[src/rtl/input_window_buffer.sv]
// input_window_buffer: circular input window with valid/ready writes, random offset reads and head pops; INPUT_WINDOW_BUFFER_PARITY_EN adds per-word even parity
module input_window_buffer #(
  parameter int DATA_W = 8,
  parameter int DEPTH = 64,
  localparam int AW = $clog2(DEPTH)
) (
  input  logic              clk,
  input  logic              rst,
  input  logic              wr_valid,
  output logic              wr_ready,
  input  logic [DATA_W-1:0] wr_data,
  input  logic              rd_en,
  input  logic [AW-1:0]     rd_offset,
  output logic [DATA_W-1:0] rd_data,
  output logic              rd_valid,
  output logic              rd_oob,
`ifdef INPUT_WINDOW_BUFFER_PARITY_EN
  output logic              rd_perr,
`endif
  input  logic              pop,
  output logic [AW:0]       count,
  output logic              full,
  output logic              empty,
  output logic              err
);
`ifdef INPUT_WINDOW_BUFFER_PARITY_EN
  localparam int MW = DATA_W + 1;
`else
  localparam int MW = DATA_W;
`endif
  localparam logic [AW:0] CAP = (AW+1)'(DEPTH);
  logic [MW-1:0] mem [DEPTH];
  logic [AW-1:0] head, tail;
  logic [MW-1:0] wr_word, rd_word;
  logic wr_acc, pop_eff, rd_hit, perr;
  assign full = count == CAP;
  assign empty = count == '0;
  assign wr_ready = !full;
  assign wr_acc = wr_valid && wr_ready;
  assign pop_eff = pop && !empty;
  assign rd_hit = rd_en && ({1'b0, rd_offset} < count);
  assign rd_word = mem[head + rd_offset];
`ifdef INPUT_WINDOW_BUFFER_PARITY_EN
  assign wr_word = {^wr_data, wr_data};
  assign perr = ^rd_word;
`else
  assign wr_word = wr_data;
  assign perr = 1'b0;
`endif
  // storage is not reset; only committed words are ever read
  always_ff @(posedge clk)
    if (wr_acc) mem[tail] <= wr_word;
  // pointers, occupancy, registered read result and sticky error
  always_ff @(posedge clk) begin
    if (rst) begin
      head <= '0;
      tail <= '0;
      count <= '0;
      rd_data <= '0;
      rd_valid <= 1'b0;
      rd_oob <= 1'b0;
      err <= 1'b0;
    end else begin
      if (wr_acc) tail <= tail + AW'(1);
      if (pop_eff) head <= head + AW'(1);
      count <= count + (AW+1)'(wr_acc) - (AW+1)'(pop_eff);
      if (rd_hit) rd_data <= rd_word[DATA_W-1:0];
      rd_valid <= rd_hit;
      rd_oob <= rd_en && !rd_hit;
      err <= err | (pop && empty) | (rd_en && !rd_hit) | (rd_hit && perr);
    end
  end
`ifdef INPUT_WINDOW_BUFFER_PARITY_EN
  // parity flag travels with the read result
  always_ff @(posedge clk)
    rd_perr <= rst ? 1'b0 : rd_hit && perr;
`endif
endmodule

[config.mk]
export PLATFORM = sky130hd
export DESIGN_NAME = input_window_buffer
export DESIGN_NICKNAME = d
export VERILOG_FILES = /design/src/rtl/input_window_buffer.sv
export SDC_FILE = /design/constraint.sdc
export NUM_CORES = 1
export LEC_CHECK = 0
export CAP_MARGIN = 15
export CORE_UTILIZATION = 60
export CTS_BUF_LIST = sky130_fd_sc_hd__clkbuf_4 sky130_fd_sc_hd__clkbuf_8
export DETAILED_ROUTE_END_ITERATION = 7
export GPL_TIMING_DRIVEN = 0
export PLACE_DENSITY_LB_ADDON = 0.3
export SYNTH_ARGS = -nofsm -noshare
export SYNTH_HDL_FRONTEND = slang
export SYNTH_SLANG_ARGS = --single-unit
[constraint.sdc]
create_clock -name clk -period 3.9 [get_ports clk]
set_clock_uncertainty 0.2 [all_clocks]
set_input_delay 0.39 -clock clk [delete_from_list [all_inputs] [get_ports clk]]
set_output_delay 0.39 -clock clk [all_outputs]
set_load 0.005 [all_outputs]
==> results of run 1 <==
[kinds of logic (layout without fill, tap and decap cells)]
family | count (synthesis) | in the layout | share of synthesized area
simple gates | 163 | 163 | 0.0342
mux | 176 | 176 | 0.167
other cells | 0 | 1 | 0
xor+xnor | 17 | 17 | 0.00728
fa+ha+maj | 23 | 23 | 0.0141
compound gates | 64 | 64 | 0.0187
buf+inv | 68 | 263 | 0.0158
flops | 542 | 542 | 0.743
[power by group through the flow]
| stage | Clock (mW) | Combinational [mW] | Sequential [mW] |
|---|---|---|---|
| finish | 4.57 | 3.74 | 6.58 |
| global route | 4.89 | 3.98 | 6.59 |
| CTS | 4.64 | 3.77 | 6.58 |
| detailed placement | 0 | 3.74 | 6.70 |
| global placement | 0 | 3.65 | 6.71 |
| floorplan | 0 | 2.54 | 6.67 |
[sequential cells by signal, indices dropped and copies added (netlist names)]
| name | cells |
|---|---|
| rd_oob | 1 |
| head | 6 |
| err | 1 |
| tail | 6 |
| mem | 512 |
| rd_valid | 1 |
| rd_data | 8 |
| count | 7 |
[worst paths after layout]
| check | from | to | slack [ns] |
|---|---|---|---|
| worst max-delay path | head[0]$_SDFFE_PP0P_ | rd_data[0]$_SDFFE_PP0P_ | 0.12 |
| worst max register to register | head[0]$_SDFFE_PP0P_ | rd_data[0]$_SDFFE_PP0P_ | 0.12 |
| worst min-delay path | wr_data[6] | mem[33][6]$_DFFE_PP_ | 0.08 |
| worst min register to register | head[5]$_SDFFE_PP0P_ | head[5]$_SDFFE_PP0P_ | 0.30 |
[routing by layer]
metal	global-route usage	part of all wire
met3	0.0571	0.082
met2	0.423	0.50
met4	0.0971	0.026
met1	0.365	0.40
met5	0	0.00035
[synthesized netlist by cell type, drive strengths merged (3+ instances only)]
cell and n:
nand3 12, buf 31, or2 3, o22ai 14, a21o 3, mux2 32
xor2 11, o21ai 5, nand2b 5, nor2 86, ha 21, edfxtp 512
clkbuf 21, nor3 8, xnor2 6, nand4 5, nand2 26, a211o 7
or3 3, dfxtp 30, nor2b 5, inv 16, mux4 142, a21oi 24
[layout make-up]
| type | count | area share |
|---|---|---|
| sequential | 542 | 0.659 |
| multi-input combinational | 443 | 0.214 |
| clock buffer | 111 | 0.0561 |
| tap | 455 | 0.0235 |
| timing repair buffer | 49 | 0.0231 |
| buffer | 50 | 0.0116 |
| clock inverter | 37 | 0.0102 |
| inverter | 16 | 0.00248 |
| antenna | 1 | 0.000103 |
[cells in the final DEF, fill, tap and decap left out, types with 6 or more instances in the layout]
cell / Yosys / layout
edfxtp_1: 512 / 512
mux4_2: 142 / 142
nor2_1: 86 / 85
clkbuf_8: 0 / 84
mux2_2: 32 / 32
clkdlybuf4s50_1: 0 / 31
dfxtp_1: 30 / 30
clkbuf_4: 0 / 27
nand2_1: 26 / 26
buf_2: 13 / 25
a21oi_1: 24 / 24
clkinv_1: 0 / 23
ha_1: 21 / 21
inv_1: 16 / 16
clkbuf_1: 21 / 16
o22ai_1: 14 / 14
nand3_1: 12 / 12
xor2_1: 10 / 10
nor3_1: 8 / 8
a211o_1: 7 / 7
buf_4: 7 / 7
xnor2_1: 6 / 6
clkinv_2: 0 / 6
[metrics by stage]
step | TNS [ns] | instance area [µm²] | setup WS [ns] | util | power, mW
6_report | 0 | 24200 | 0.122 | 0.695 | 14.9
5_1_grt | -0.593 | 24200 | -0.0463 | 0.695 | 15.5
4_1_cts | 0 | 24200 | 0.0327 | 0.695 | 15.0
3_5_place_dp | -5.14 | 22600 | -0.709 | 0.648 | 10.4
3_3_place_gp | -5.24 | 22500 | -0.726 | 0.644 | 10.4
2_1_floorplan | 0 | 21500 | 0.724 | - | 9.21
[worst max-delay path, delay by kind of cell (launching register included)]
kind	cells	cell delay, ns
fa+ha+maj	2	1.03
flops	1	0.34
simple gates	1	0.11
buf+inv	2	0.76
compound gates	2	0.57
mux	2	0.65
[timing repair]
| item | 4_1_cts | 5_1_grt |
|---|---|---|
| cloned | 0 | 0 |
| hold endpoints to repair | 32 | 0 |
| setup endpoints to repair | 8 | 71 |
| hold buffers | 2 | 0 |
| pin swaps | 0 | 0 |
| gates resized for setup | 7 | 1 |
| setup buffers | 0 | 0 |
==> metrics.md, run 1 <==
| Metric | Value |
|---|---|
| Clock Sinks | `~540` |
| Clk_lat worst skew | `~0.63 ns` |
| Startpoint types | `register` |
| Number of synthesized register bits | `approximately 540` |
| Die Span Y | `191 µm` |
| Crit. End Element | `register` |
| Cell-internal power | `10.8 mW` |
| Crit path cell chain | `ha_1 > fa_1 > buf_2 > clkbuf_2 > mux4_2 > mux2_2 > o22ai_1 > nor3_1 > a211o_1` |
| Via count | `about 11000` |
| Hold path depth | `1` |
| Post-synth EDFFs | `512` |
| Multi-input gate area | `5180 µm²` |
| Hold slack | `0.0757 ns` |
| Switching share of power | `0.276` |
| Std cell rows | `around 70` |
| DIE AREA | `36600 µm²` |
| IO buf count | `39` |
| Switching Power | `between 4 and 5 mW` |
| Nets | `1226` |
| DRC | `0` |
| Largest net degree at the start of global routing | `48` |
| Root Driver | `clkbuf_8` |
| Fraction of registers with async set/reset | `0` |
| Syn avg cell area | `20.4 µm²` |
| Share of layout cells above drive strength 1 | `0.282` |
| WL/cell | `26.9 µm` |
| Chip width | `~190 µm` |
| Placed Cells | `1555` |
| WS Path Type | `reg2reg` |
| Clock power share | `0.307` |
| First-pass GRT wire length | `68.3 mm` |
| CTS tree | `yes` |
| Post-synth top area share | `0.715` |
| Worst Hold Class | `in2reg` |
| CP Max Fanout | `10` |
| Power Dens Cells | `approximately 610 nW/µm²` |
| Synth top area cells | `edfxtp_1 72%, mux4_2 15%, dfxtp_1 2.8%, mux2_2 1.7%, nor2_1 1.5%` |
| Leak Pwr | `7.85 nW` |
| Top FF cell, synth | `edfxtp_1` |
| Synth Warn # | `0` |
| Area grow syn2layout | `12.8%` |
| Final cell count without fillers | `about 1700` |
| Min Clock Period, post-route | `around 3.8 ns` |
| Global-route total usage across every layer | `0.265` |
| Worst-case clock buffer depth | `3` |
| Number of global-route vias before repair | `10800` |
| Netlist Area Pre-Place | `21500 µm²` |
| Routed vias/inst | `6.29` |
| Combinational power share | `0.251` |
| Htree depth | `3` |
| Clock slew at reported path FFs | `0.07 ns` |
| I/O pins | `40` |
| Fin. Hold Viols | `0` |
| RSZ-0062 raised after global routing | `yes` |
| Slowest cell on the critical path | `fa_1` |
| Routed wire length | `45.8 mm` |
| Slowest stage delay, CP | `0.80 ns` |
| CP arrival | `4.09 ns` |
| Fillers | `roughly 2200` |
| Run status | `complete, no violations` |
| Flop pwr share | `0.442` |
| Tightest Pin Transition | `approximately 0.96 ns` |
| Syn Inst Count | `1053` |
| Antenna violations before repair | `3` |
| Yosys top cell by area | `edfxtp_1` |
| Final period utilization | `0.969` |
| Worst slew margin relative to its limit | `0.358` |
| Post-DRT Antenna Nets | `0` |
| GRT overflow | `0` |
| Starting Density | `0.616` |
| CTS Buf Count | `82` |
| Gpl congestion | `between 0.9 and 1` |
| Max Freq | `265 MHz` |
| Hpwl dp | `30.8 mm` |
| MaxCap Viol Count | `0` |
| Worst r2r path cells | `9` |
| Peak VDD IR | `0.399 mV` |
| Register area share after synthesis | `0.743` |
| Syn nets | `1095` |
| First DRT Iteration DRCs | `968` |
| Post-synthesis cell type count | `48` |
| Register area | `16000 µm²` |
| Area of the core | `34900 µm²` |
| Drt pass-1 iters | `5` |
| Final Max Tran Viols | `0` |
| Crit path required time | `4.22 ns` |
| Setup violations, final | `0` |
Note: power is estimated with default switching activity, not from simulation.
==> inputs of run 2 (changes only) <==
--- a/config.mk
+++ b/config.mk
@@ -5,12 +5,15 @@
 export SDC_FILE = /design/constraint.sdc
 export NUM_CORES = 1
 export LEC_CHECK = 0
+export ABC_AREA = 1
 export CAP_MARGIN = 15
 export CORE_UTILIZATION = 60
 export CTS_BUF_LIST = sky130_fd_sc_hd__clkbuf_4 sky130_fd_sc_hd__clkbuf_8
+export CTS_CLUSTER_DIAMETER = 150
 export DETAILED_ROUTE_END_ITERATION = 7
 export GPL_TIMING_DRIVEN = 0
 export PLACE_DENSITY_LB_ADDON = 0.3
+export SETUP_SLACK_MARGIN = 0.15
 export SYNTH_ARGS = -nofsm -noshare
 export SYNTH_HDL_FRONTEND = slang
 export SYNTH_SLANG_ARGS = --single-unit
==> metrics.md, run 2 <==
| Metric | Value |
|---|---|
| WL/cell | `20.8 µm` |
| Die Span Y | `200 µm` |
| Starting Density | `0.608` |
| Post-synthesis cell type count | `28` |
| RSZ-0062 raised after global routing | `yes` |
| Synth top area cells | `edfxtp_1 66%, nand2_1 12%, nand3_1 7.1%, inv_1 4.2%, dfxtp_1 2.6%` |
| Htree depth | `3` |
| Post-DRT Antenna Nets | `0` |
| Hold Crit Start | `wr_data[1]` |
| DRC | `0` |
| Worst flop-to-flop path startpoint | `count[2]$_SDFF_PP0_` |
| Commonest non-fill, non-tap cells in the layout | `763 x nand2_1, 512 x edfxtp_1, 332 x nand3_1, 262 x inv_1, 98 x nor2_1` |
| MaxCap Viol Count | `0` |
| Std cell rows | `72` |
| First DRT Iteration DRCs | `2008` |
| Final period utilization | `0.966` |
| Peak VDD IR | `0.474 mV` |
| CP arrival | `between 3 and 4 ns` |
| First-pass GRT wire length | `92.8 mm` |
| Worst-case clock buffer depth | `3` |
| Startpoint types | `register` |
| TNS Setup | `0 ns` |
| Fin. Hold Viols | `0` |
| Routed vias/inst | `5.65` |
| Fillers | `2916` |
| Multi-input gate area | `6110 µm²` |
| Syn avg cell area | `10.3 µm²` |
| Top FF cell, synth | `edfxtp_1` |
| Tightest Pin Transition | `roughly 1.1 ns` |
| CTS Buf Count | `just over 80` |
| Hold slack | `around 0.05 ns` |
| Min Clock Period, post-route | `around 3.8 ns` |
| Register area | `approximately 16000 µm²` |
| Synth top cells by count | `763 x nand2_1, 512 x edfxtp_1, 332 x nand3_1` |
| Fraction of registers with async set/reset | `0` |
| Inserted Diodes | `0` |
| Placed Cells | `~2800` |
| Largest registers | `mem: 512 flops, rd_data: 8 flops, count: 7 flops` |
| Area of the core | `a little under 40000 µm²` |
| Post-synth top area share | `0.656` |
| Most common cell after layout, fill and taps aside | `nand2_1` |
| Gpl congestion | `between 0.9 and 1` |
| Leak Pwr | `10.6 nW` |
| Worst Hold Class | `in2reg` |
| Pre-CTS setup slack | `-0.404 ns` |
| Launching element of the worst setup path | `count[2]$_SDFF_PP0_` |
| I/O pins | `40` |
| Antenna violations before repair | `1` |
| Crit path required time | `3.96 ns` |
| DIE AREA | `39800 µm²` |
| Largest net degree at the start of global routing | `65` |
| Syn Inst Count | `2285` |
| Layout Utilization | `0.680` |
| Synth Warn # | `0` |
| Placed Instance Area | `24600 µm²` |
| Routed wire length | `62.3 mm` |
| Drt pass-1 iters | `7` |
| Clock slew at reported path FFs | `0.06 ns` |
| Global-route total usage across every layer | `0.322` |
| Power Dens Cells | `594 nW/µm²` |
| Syn nets | `2327` |
| Hpwl dp | `42.8 mm` |
| Clock Sinks | `approximately 540` |
| Netlist Area Pre-Place | `23400 µm²` |
| Clk_lat worst skew | `0.65 ns` |
| Area grow syn2layout | `11.9%` |
| Count leader, synth | `nand2_1` |
| Via count | `16900` |
| GRT overflow | `0` |
| Register area share after synthesis | `0.682` |
| Run status | `complete, no violations` |
| Pwr Total | `about 16 mW` |
| Yosys top cell by area | `edfxtp_1` |
| Max Freq | `roughly 270 MHz` |
| Number of synthesized register bits | `542` |
| Biggest register | `mem` |
| Chip width | `200 µm` |
| Max FFs per register | `512` |
| Setup violations, final | `0` |
| Number of global-route vias before repair | `16300` |
| Post-synth EDFFs | `about 510` |
| Nets | `2460` |
| CTS tree | `yes` |
| CP Max Fanout | `10` |
| Worst setup margin | `0.134 ns` |
| Share of layout cells above drive strength 1 | `0.0874` |
| Final cell count without fillers | `2990` |
| Post-Layout Inst Area | `about 26000 µm²` |
| IO buf count | `38` |
| Root Driver | `clkbuf_8` |
| Final Max Tran Viols | `0` |
| Worst slew margin relative to its limit | `0.280` |
| WS Path Type | `reg2reg` |
| Crit. End Element | `register` |
run 2: changes by cell type after synthesis, moves of 23 or more:
cell      previous run  this run
buf_2               13        36
clkbuf_1            21        52
mux2_2              32         0
mux4_2             142         0
nand2_1             26       763
inv_1               16       262
nand3_1             12       332
o21ai_0              5        62
nor2_1              86       131
run 2: power breakdown:
group	switching [mW]	total (mW)	leakage (nW)	internal (mW)
Clock	2.15	4.43	0.788	2.28
Sequential	0.0737	6.54	4.85	6.47
Combinational	3.29	4.59	4.91	1.31
Total	5.51	15.6	10.6	10.1
run 2: repair_timing:
item	CTS	global route
endpoints found under the hold margin	4	0
endpoints found under the setup margin	2	296
setup buffers	0	1
resized for setup	1	44
hold buffers	1	0
run 2: critical path, cell delays in order, from the launching register on:
cell and delay (ns):
dfxtp_1 0.40, inv_1 0.11, ha_1 0.21, nand2_1 0.07, inv_1 0.05, nand3_1 0.10
nand2_1 0.26, inv_1 0.23, nand4_1 0.79, nor2_1 0.96
run 2: path summary, 6_finish.rpt:
check | to | slack [ns] | cells past startpoint
setup / recovery | mem[34][5]$_DFFE_PP_ | 0.13 | 9
hold / removal | mem[8][1]$_DFFE_PP_ | 0.05 | 1
setup reg to reg | mem[34][5]$_DFFE_PP_ | 0.13 | 9
hold reg to reg | rd_data[6]$_SDFFE_PP0P_ | 0.27 | 2
run 2: cell type report:
cell class | instances | share of cell area
Multi-Input combinational cell | 1371 | 0.233
Buffer | 109 | 0.0177
Tap cell | 518 | 0.0247
Clock buffer | 101 | 0.0487
Inverter | 263 | 0.0377
Timing Repair Buffer | 48 | 0.0194
Sequential cell | 542 | 0.610
Clock inverter | 38 | 0.00888
run 2: cell families after synthesis:
group	synth area share
DFF	0.682
buffers and inverters	0.0616
adders and majority gates	0.0129
AOI/OAI and AO/OA	0.0229
and+or+nand+nor	0.218
xor gates and xnor gates	0.00214
run 2: per-layer routing:
layer	global-route usage	vias up	part of all wire
li1	-	7830	-
met1	0.425	7995	0.39
met2	0.515	911	0.47
met3	0.0650	156	0.10
met4	0.155	2	0.039
met5	0	-	0.00014
